--- config.mk ---
export PLATFORM = sky130hd
export DESIGN_NAME = alu_writeback_seq
export DESIGN_NICKNAME = d
export VERILOG_FILES = /design/src/rtl/alu_writeback_seq.sv
export SDC_FILE = /design/constraint.sdc
export NUM_CORES = 1
export LEC_CHECK = 0
export ABC_AREA = 0
export BUFFER_PORTS_ARGS = -buffer_cell sky130_fd_sc_hd__buf_2
export CAP_MARGIN = 40
export CORE_ASPECT_RATIO = 0.5
export CORE_MARGIN = 2
export CORE_UTILIZATION = 45
export DETAILED_ROUTE_END_ITERATION = 12
export PLACE_DENSITY = 0.85
export SLEW_MARGIN = 10
export SYNTH_ARGS = -nofsm -noshare
export SYNTH_HDL_FRONTEND = slang
export SYNTH_SLANG_ARGS = --single-unit
--- constraint.sdc ---
create_clock -name clk -period 2.5 [get_ports clk]
set_input_delay 0.125 -clock clk [delete_from_list [all_inputs] [get_ports clk]]
set_output_delay 0.125 -clock clk [all_outputs]
set_load 0.02 [all_outputs]
--- src/rtl/alu_writeback_seq.sv ---
// rtl/alu_writeback_seq.sv - ALU result writeback sequencer with per-thread pending scoreboard
// Optional retire counter port o_retire_count is enabled by defining ALU_WB_RETIRE_COUNT_EN.
module alu_writeback_seq #(
  parameter int DWIDTH        = 32,
  parameter int NUM_THREADS   = 16,
  parameter int TID_WIDTH     = $clog2(NUM_THREADS),
  parameter int REGADDR_WIDTH = 5,
  parameter int ALU_LATENCY   = 1
) (
  input  logic                     clk,
  input  logic                     rst_n,
  input  logic                     i_issue_valid,
  input  logic [TID_WIDTH-1:0]     i_issue_tid,
  input  logic [REGADDR_WIDTH-1:0] i_issue_rd,
  input  logic                     i_issue_we,
  input  logic [DWIDTH-1:0]        i_alu_result,
  input  logic                     i_flush_valid,
  input  logic [TID_WIDTH-1:0]     i_flush_tid,
  output logic                     o_rf_we,
  output logic [TID_WIDTH-1:0]     o_rf_tid,
  output logic [REGADDR_WIDTH-1:0] o_rf_waddr,
  output logic [DWIDTH-1:0]        o_rf_wdata,
  output logic [NUM_THREADS-1:0]   o_pending,
`ifdef ALU_WB_RETIRE_COUNT_EN
  output logic [31:0]              o_retire_count,
`endif
  output logic                     o_busy
);

  if (ALU_LATENCY < 0 || ALU_LATENCY > 3) begin : g_bad_latency
    $error("alu_writeback_seq: ALU_LATENCY must be in 0..3");
  end
  if ((1 << TID_WIDTH) != NUM_THREADS || NUM_THREADS < 2) begin : g_bad_threads
    $error("alu_writeback_seq: NUM_THREADS must be a power of 2 and >= 2");
  end

  logic                     issue_tag_valid;
  logic                     issue_killed;
  logic                     al_valid;
  logic [TID_WIDTH-1:0]     al_tid;
  logic [REGADDR_WIDTH-1:0] al_rd;
  logic                     al_keep;
  logic [NUM_THREADS-1:0]   pipe_pending;

  // x0 is hardwired zero, so writes to it are never tracked
  assign issue_tag_valid = i_issue_valid & i_issue_we & (i_issue_rd != '0);
  assign issue_killed    = i_flush_valid & (i_issue_tid == i_flush_tid);

  if (ALU_LATENCY == 0) begin : g_nopipe
    assign al_valid     = issue_tag_valid;
    assign al_tid       = i_issue_tid;
    assign al_rd        = i_issue_rd;
    assign pipe_pending = '0;
  end else begin : g_pipe
    logic                     stg_valid [ALU_LATENCY];
    logic [TID_WIDTH-1:0]     stg_tid   [ALU_LATENCY];
    logic [REGADDR_WIDTH-1:0] stg_rd    [ALU_LATENCY];

    // Each stage drops its tag on the way to the next stage if its thread is flushed
    always_ff @(posedge clk or negedge rst_n) begin
      if (!rst_n) begin
        for (int i = 0; i < ALU_LATENCY; i++) begin
          stg_valid[i] <= 1'b0;
          stg_tid[i]   <= '0;
          stg_rd[i]    <= '0;
        end
      end else begin
        stg_valid[0] <= issue_tag_valid & ~issue_killed;
        stg_tid[0]   <= i_issue_tid;
        stg_rd[0]    <= i_issue_rd;
        for (int i = 1; i < ALU_LATENCY; i++) begin
          stg_valid[i] <= stg_valid[i-1] & ~(i_flush_valid & (stg_tid[i-1] == i_flush_tid));
          stg_tid[i]   <= stg_tid[i-1];
          stg_rd[i]    <= stg_rd[i-1];
        end
      end
    end

    assign al_valid = stg_valid[ALU_LATENCY-1];
    assign al_tid   = stg_tid[ALU_LATENCY-1];
    assign al_rd    = stg_rd[ALU_LATENCY-1];

    always_comb begin
      pipe_pending = '0;
      for (int i = 0; i < ALU_LATENCY; i++) begin
        if (stg_valid[i]) pipe_pending[stg_tid[i]] = 1'b1;
      end
    end
  end

  assign al_keep = al_valid & ~(i_flush_valid & (al_tid == i_flush_tid));

  // Address/data only move on a real write so they stay stable while o_rf_we is low
  always_ff @(posedge clk or negedge rst_n) begin
    if (!rst_n) begin
      o_rf_we    <= 1'b0;
      o_rf_tid   <= '0;
      o_rf_waddr <= '0;
      o_rf_wdata <= '0;
    end else begin
      o_rf_we <= al_keep;
      if (al_keep) begin
        o_rf_tid   <= al_tid;
        o_rf_waddr <= al_rd;
        o_rf_wdata <= i_alu_result;
      end
    end
  end

  always_comb begin
    o_pending = pipe_pending;
    if (o_rf_we) o_pending[o_rf_tid] = 1'b1;
  end

  assign o_busy = |o_pending;

`ifdef ALU_WB_RETIRE_COUNT_EN
  always_ff @(posedge clk or negedge rst_n) begin
    if (!rst_n) begin
      o_retire_count <= '0;
    end else if (o_rf_we) begin
      o_retire_count <= o_retire_count + 32'd1;
    end
  end
`endif

endmodule

==> impl_results.md, run 1 <==
- Status: finished, final reports clean
- WL met1: 2140 um
- Worst-Skew Late Latency: 0.29 ns
- Longest Clk Path Bufs: 2
- Drt first-iter violations: 66
- Worst Path Required: 2.68 ns
- Vias: 1719
- Post-DR wirelength/cell: 15.5 um
- Number of diodes: 0
- Post-Synth XOR/XNOR Area: 0.0326
- DP Wirelength: 3600 um
- Worst Setup End Kind: register
- Initial core utilization: 0.479
- Post-synth top flop: dfrtp_1
- Syn Area/Cell: 14.8 um^2
- TNS Setup: 0 ns
- Antenna-violating nets left: 0
- Post-synth EDFFs: 0
- Vias in the first global route: 1647
- Placed Area: 2750 um^2
- Final setup viols: 0
- Skew final: 0.00565 ns
- Synth Area in Simple Gates: 0.0582
- Crit path launch type: register
- Clock transition at path regs: 0.09 ns
- Highest clock rate: 510 MHz
- GPL Wtd Cong: 0.991
- Die ar.: 5380 um^2
- DRC: 0
- DRT Pass-1 Iters: 4
- Num CTS Buffers: 5
- Commonest cells in the netlist: dfrtp_1 (52), mux2_2 (38), o22ai_1 (16)
- IO Port Bufs: 108
- Layout area overhead: 38.5%
- Final Hold Viols: 0
- Site row count: 17
- Largest net degree at the start of global routing: 31
- Syn nets: 195
- Clock power share: 0.271
- Placed cell count: 318
- Leak: 0.00145 uW
- Worst-Margin Slew: 0.564 ns
- TritonCTS clock tree: done
- Top-count cell post-synth: dfrtp_1
- Final core utilization: 0.663
- Area leader, netlist: dfrtp_1
- CORE AREA: 4490 um^2
- Fill cells: 344
- Crit-path max cell delay: 0.46 ns
- Post-route cell area: 2980 um^2
- Switch Pwr: 689 uW
- Unrepaired setup endpoints after global routing: false
- Met3 wire len: 236 um
- Largest family of logic cells by synthesized area: multiplexers
- Synth Register Bits: 52
- Top Metal Used: met4
- Initial antenna violation count: 0
- Global-route usage over all layers: 0.200
- CP max-delay cell: dfrtp_1
- Adder-cell share of the synthesized area: 0
- VDD IR-drop max: 0.423 mV
- Share of the synthesized area in the top cell type: 0.606
- Internal Power: 1580 uW
- Critical path class: reg2reg
- Worst Path Buf+Inv: 1
- Synthesized cell area: 2150 um^2
- Die H: 52.9 um
- Nets: 319
- Share of layout cells above drive strength 1: 0.604
- Post-synthesis compound-gate area fraction: 0.0658
- Pwr Density: 762 nW/um^2
- HP Class: in2reg
- CP Data Arrival Time: 2.14 ns
- CTS resizes: 0
- Crit path time final: 1.96 ns
- Sw frac: 0.304
- Power share of the combinational group: 0.264
- Post-route clock period utilization: 0.784
- Max FO, Critical Path: 30
- Maxcap violations: 0
- Final std cells w/o fill: 336
- Slew HR: 0.624
- First-pass GRT wire length: 8070 um
- Share of flip-flops with an asynchronous set or reset: 1.00
- Clock root buffer: clkbuf_8
- Clk sinks: 52
- Yosys warns: 0
- Largest delay contributor family on the critical path: flip-flops
- Synth cell types: 19
- Sequential Power Share: 0.465
- Congestion Overflow GR: 0
- Die W: 102 um
- Area contributors post-synth: dfrtp_1 (61%), mux2_2 (20%), o22ai_1 (4.7%), xor2_1 (2.4%), buf_6 (2.1%)
- CTS H-Tree Depth: 2
- Io pins: 109
- Cell count after synthesis: 145
- DR vias/cell: 5.12
- Fin. max-slew vios: 0
- Met2 WL: 2790 um
- Mux contribution to synthesized area: 0.215
- Detailed-route wire length: 5210 um
- Post-synthesis sequential area ratio: 0.606
- Worst path cell trace: xor2_1 > o41ai_4 > buf_4 > mux2_2
[power groups by stage]
stage | Clock [uW] | Sequential (uW) | Combinational, uW
floorplan | 0 | 1210 | 203
global placement | 0 | 1060 | 568
detailed placement | 0 | 1070 | 585
CTS | 625 | 1050 | 598
global route | 672 | 1070 | 638
finish | 615 | 1050 | 598
[layer usage]
metal / GRT usage / up-vias
li1: - / 780
met1: 0.240 / 876
met2: 0.372 / 57
met3: 0.0410 / 6
met4: 0.0541 / 0
met5: 0 / -
[repair_timing]
action                    in CTS  in global routing
buffers inserted               0                  0
hold buffers                  10                  0
hold endpoints to repair      34                  0
[layout make-up]
type                            count  area (um^2)  area share
Inverter                            1         3.75     0.00126
Sequential cell                    52         1300       0.437
Timing Repair Buffer              121          663       0.223
Clock inverter                      1         30.0      0.0101
Tap cell                           66         82.6      0.0278
Multi-Input combinational cell     88          798       0.268
Clock buffer                        7         96.3      0.0324
[metrics by stage]
stage / worst slack, ns / total power, uW / hold WS (ns)
2_1_floorplan: 0.713 / 1420 / -0.171
3_3_place_gp: 0.627 / 1630 / 0.136
3_5_place_dp: 0.587 / 1650 / 0.152
4_1_cts: 0.566 / 2280 / 0.0235
5_1_grt: 0.466 / 2380 / 0.0359
6_report: 0.539 / 2270 / 0.0491
[worst reg2reg max path, cell delays in order, from the launching register on]
cell     delay, ns
dfrtp_1       0.46
xor2_1        0.21
o41ai_4       0.37
buf_4         0.40
mux2_2        0.40
[worst paths after layout]
path / start / endpoint / slack (ns) / cells after the start
max: al_tid[3]$_DFF_PN0_ / o_rf_wdata[13]$_DFFE_PN0P_ / 0.54 / 4
min: i_alu_result[24] / o_rf_wdata[24]$_DFFE_PN0P_ / 0.05 / 2
max reg2reg: al_tid[3]$_DFF_PN0_ / o_rf_wdata[13]$_DFFE_PN0P_ / 0.54 / 4
min reg2reg: al_rd[1]$_DFF_PN0_ / o_rf_waddr[1]$_DFFE_PN0P_ / 0.49 / 1
max in group asynchronous: rst_n / o_rf_wdata[21]$_DFFE_PN0P_ / 1.40 / 3
min in group asynchronous: rst_n / o_rf_wdata[5]$_DFFE_PN0P_ / 0.35 / 2
[cell families after synthesis]
family                 after synthesis
AO/OA/AOI/OAI                       19
XOR/XNOR                             8
buffers and inverters                5
flip-flops                          52
multiplexers                        41
AND/OR/NAND/NOR                     20
[sequential cells by signal, summed over array words and instances, names as in the netlist]
register	count
o_rf_waddr	5
o_rf_we	1
al_tid	4
al_rd	5
o_rf_tid	4
al_valid	1
o_rf_wdata	32
[cells in the final DEF, fill, tap and decap left out, types with 4 or more instances in the layout]
| cell | netlist | layout |
|---|---|---|
| buf_2 | 0 | 108 |
| mux2_2 | 38 | 38 |
| dlygate4sd3_1 | 0 | 10 |
| xor2_1 | 6 | 6 |
| nand3b_1 | 4 | 4 |
| dfrtp_1 | 52 | 52 |
| clkbuf_8 | 0 | 7 |
| nand2b_1 | 4 | 4 |
| o22ai_1 | 16 | 16 |
No activity file was read; power rests on OpenSTA's default activity.
==> run 2: changes to the inputs <==
- CORE_UTILIZATION: 45 -> 41
- PLACE_DENSITY: 0.85 -> 0.82
- clock period: 2.5 -> 1.71 ns (I/O delays scaled with it)
==> run 2 against run 1 <==
  * The run now ends with hold timing, setup timing left
  * Global-route usage fell by 0.85 points
  * Register-to-register slack got worse by 0.61 ns
  * Combinational power rose by 79%
  * Worst hold slack got worse by 0.055 ns
  * Critical path depth rose by 1
  * Total power rose by 48%
  * Largest cell class unchanged
  * Largest power group unchanged
  * Final area rose by 14%
  * Critical path type unchanged
  * Cell count rose by 8.6%
  * Setup slack got worse by 0.61 ns
  * First-iteration DRC count fell by 18%
  * Clock power rose by 17%
==> impl_results.md, run 2 (synthesis gave the netlist of run 1 again) <==
- Largest net degree at the start of global routing: 24 (-23%)
- Final setup viols: 36 (+36)
- Initial antenna violation count: 0 (unchanged)
- Clock root buffer: clkbuf_8
- Congestion Overflow GR: 0 (unchanged)
- Crit-path max cell delay: 0.43 ns (-0.03 ns)
- Layout area overhead: 57.4%
- Worst path cell trace: xor2_2 > o41ai_4 > buf_6 > buf_6 > mux2_2
- Leak: 0.00171 uW (+18%)
- VDD IR-drop max: 0.748 mV (+77%)
- Post-route clock period utilization: 1.04 (+0.258)
- Most frequent cells in the layout: buf_2 (104), dfrtp_1 (50), mux2_4 (28)
- Share of layout cells above drive strength 1: 0.614 (+0.00986)
- Drt first-iter violations: 54 (-18%)
- Site row count: 18 (+1)
- CORE AREA: 4980 um^2 (+11%)
- Crit path launch type: register
- Highest clock rate: 561 MHz (+10%)
- Final worst slack: -0.0719 ns (-0.611 ns)
- Vias in the first global route: 1784 (+8.3%)
- Met3 wire len: 260 um (+10%)
- Post-route cell area: 3380 um^2 (+14%)
- Final std cells w/o fill: 365 (+8.6%)
- CP Data Arrival Time: 1.98 ns (-0.16 ns)
- Status: finished with violations
- Die H: 55.2 um (+4.4%)
- Max FO, Critical Path: 8 (-73%)
- Vias: 1907 (+11%)
- Number of diodes: 0 (unchanged)
- Maxcap violations: 0 (unchanged)
- Placed Area: 2810 um^2 (+2.1%)
- Worst-Skew Late Latency: 0.32 ns (+0.03 ns)
- Worst Path Required: 1.91 ns (-0.77 ns)
- First-pass GRT wire length: 8420 um (+4.3%)
- Longest Clk Path Bufs: 2 (unchanged)
- CP max-delay cell: dfrtp_1
- Top Metal Used: met4
- DRC: 0 (unchanged)
- Pwr Density: 992 nW/um^2 (+30%)
- CTS H-Tree Depth: 2 (unchanged)
- Placed cell count: 328 (+3.1%)
- Top reg by flops: o_rf_wdata
- Nets: 344 (+7.8%)
- DR vias/cell: 5.22 (+2.1%)
- Io pins: 109 (unchanged)
- Final Hold Viols: 2 (+2)
- Global-route usage over all layers: 0.191 (-0.00851)
- Antenna-violating nets left: 0 (unchanged)
- Worst Setup End Kind: register
- Crit path time final: 1.78 ns (-0.179 ns)
- Worst-Margin Slew: 0.465 ns (-0.0994 ns)
- Post-DR wirelength/cell: 19.3 um (+24%)
- DP Wirelength: 3770 um (+4.5%)
- Final core utilization: 0.679 (+0.0165)
- Met2 WL: 3740 um (+34%)
- Detailed-route wire length: 7030 um (+35%)
- Most Frequent Cell on Critical Path: buf_6
- Final Total Pwr: 3360 uW (+48%)
- Unrepaired setup endpoints after global routing: true
- Skew final: 0.0150 ns (+0.00939 ns)
- Num CTS Buffers: 5 (unchanged)
- TritonCTS clock tree: done
- Fin. max-slew vios: 0 (unchanged)
- Failing checks: hold timing, setup timing
- Max reg flops: 32 (unchanged)
- Die W: 106 um (+4.6%)
- Clock transition at path regs: 0.11 ns (+0.02 ns)
- Commonest non-fill, non-tap cell in the layout: buf_2
- Final hold slack: -0.00556 ns (-0.0547 ns)
- DRT Pass-1 Iters: 4 (unchanged)
- Clk sinks: 52 (unchanged)
- Die ar.: 5870 um^2 (+9.2%)
- Critical path class: reg2reg
- Initial core utilization: 0.432 (-0.0470)
- GPL Wtd Cong: 0.818 (-17%)
- HP Class: in2reg
- IO Port Bufs: 108 (unchanged)
- Slew HR: 0.690 (+0.0663)
- WL met1: 2760 um (+29%)
## run 2: cell types whose count changed in the layout (fill, tap and decap cells not counted), sizes merged
cell         change
dlygate4sd3     +16
buf              +8
clkbuf           -1
clkinv           +3
bufinv           -1
## run 2: critical path, delay by kind of cell, from the launching register on
| family | cells | cell delay (ns) |
|---|---|---|
| AO/OA/AOI/OAI | 1 | 0.36 |
| XOR/XNOR | 1 | 0.17 |
| buffers and inverters | 2 | 0.36 |
| flip-flops | 1 | 0.43 |
| multiplexers | 1 | 0.35 |
## run 2: per-layer routing
| layer | global-route usage | vias up |
|---|---|---|
| met3 | 0.0363 | 32 |
| met4 | 0.0987 | 0 |
| met2 | 0.376 | 79 |
| li1 | - | 828 |
| met5 | 0 | - |
| met1 | 0.209 | 968 |
## run 2: path summary, 6_finish.rpt
path / start / endpoint / slack, ns / cells after the start
setup / recovery: al_tid[0]$_DFF_PN0_ / o_rf_wdata[17]$_DFFE_PN0P_ / -0.07 / 5
hold reg to reg: al_rd[2]$_DFF_PN0_ / o_rf_waddr[2]$_DFFE_PN0P_ / 0.50 / 1
max in group asynchronous: rst_n / al_rd[3]$_DFF_PN0_ / 0.76 / 3
min in group asynchronous: rst_n / o_rf_wdata[20]$_DFFE_PN0P_ / 0.26 / 2
setup reg to reg: al_tid[0]$_DFF_PN0_ / o_rf_wdata[17]$_DFFE_PN0P_ / -0.07 / 5
hold / removal: i_alu_result[25] / o_rf_wdata[25]$_DFFE_PN0P_ / -0.006 / 2
## run 2: where the power goes
part           internal [uW]  switching, uW
sequential              1420            141
combinational            507            566
clock                    287            434
total                   2220           1140
## run 2: cell type report
cell class / instances / area [um^2]
Fill cell: 340 / 1600
Sequential cell: 52 / 1300
Timing Repair Buffer: 146 / 958
Multi-Input combinational cell: 88 / 941
Tap cell: 70 / 87.6
Clock buffer: 5 / 68.8
Clock inverter: 3 / 18.8
Inverter: 1 / 3.75
## run 2: through the flow
| step | setup slack [ns] | setup TNS, ns |
|---|---|---|
| after floorplan | -0.0678 | -2.57 |
| after global placement | 0.0162 | 0 |
| after detailed placement | -0.0300 | -0.473 |
| after CTS | -0.0441 | -0.984 |
| after global routing | -0.113 | -2.81 |
| final | -0.0719 | -1.11 |
## run 2: what timing repair did
action,4_1_cts,5_1_grt
resized for setup,2,50
pin swaps,0,0
buffers inserted,0,1
setup endpoints to repair,44,45
hold endpoints to repair,38,5
cloned,0,2
hold buffers,21,5
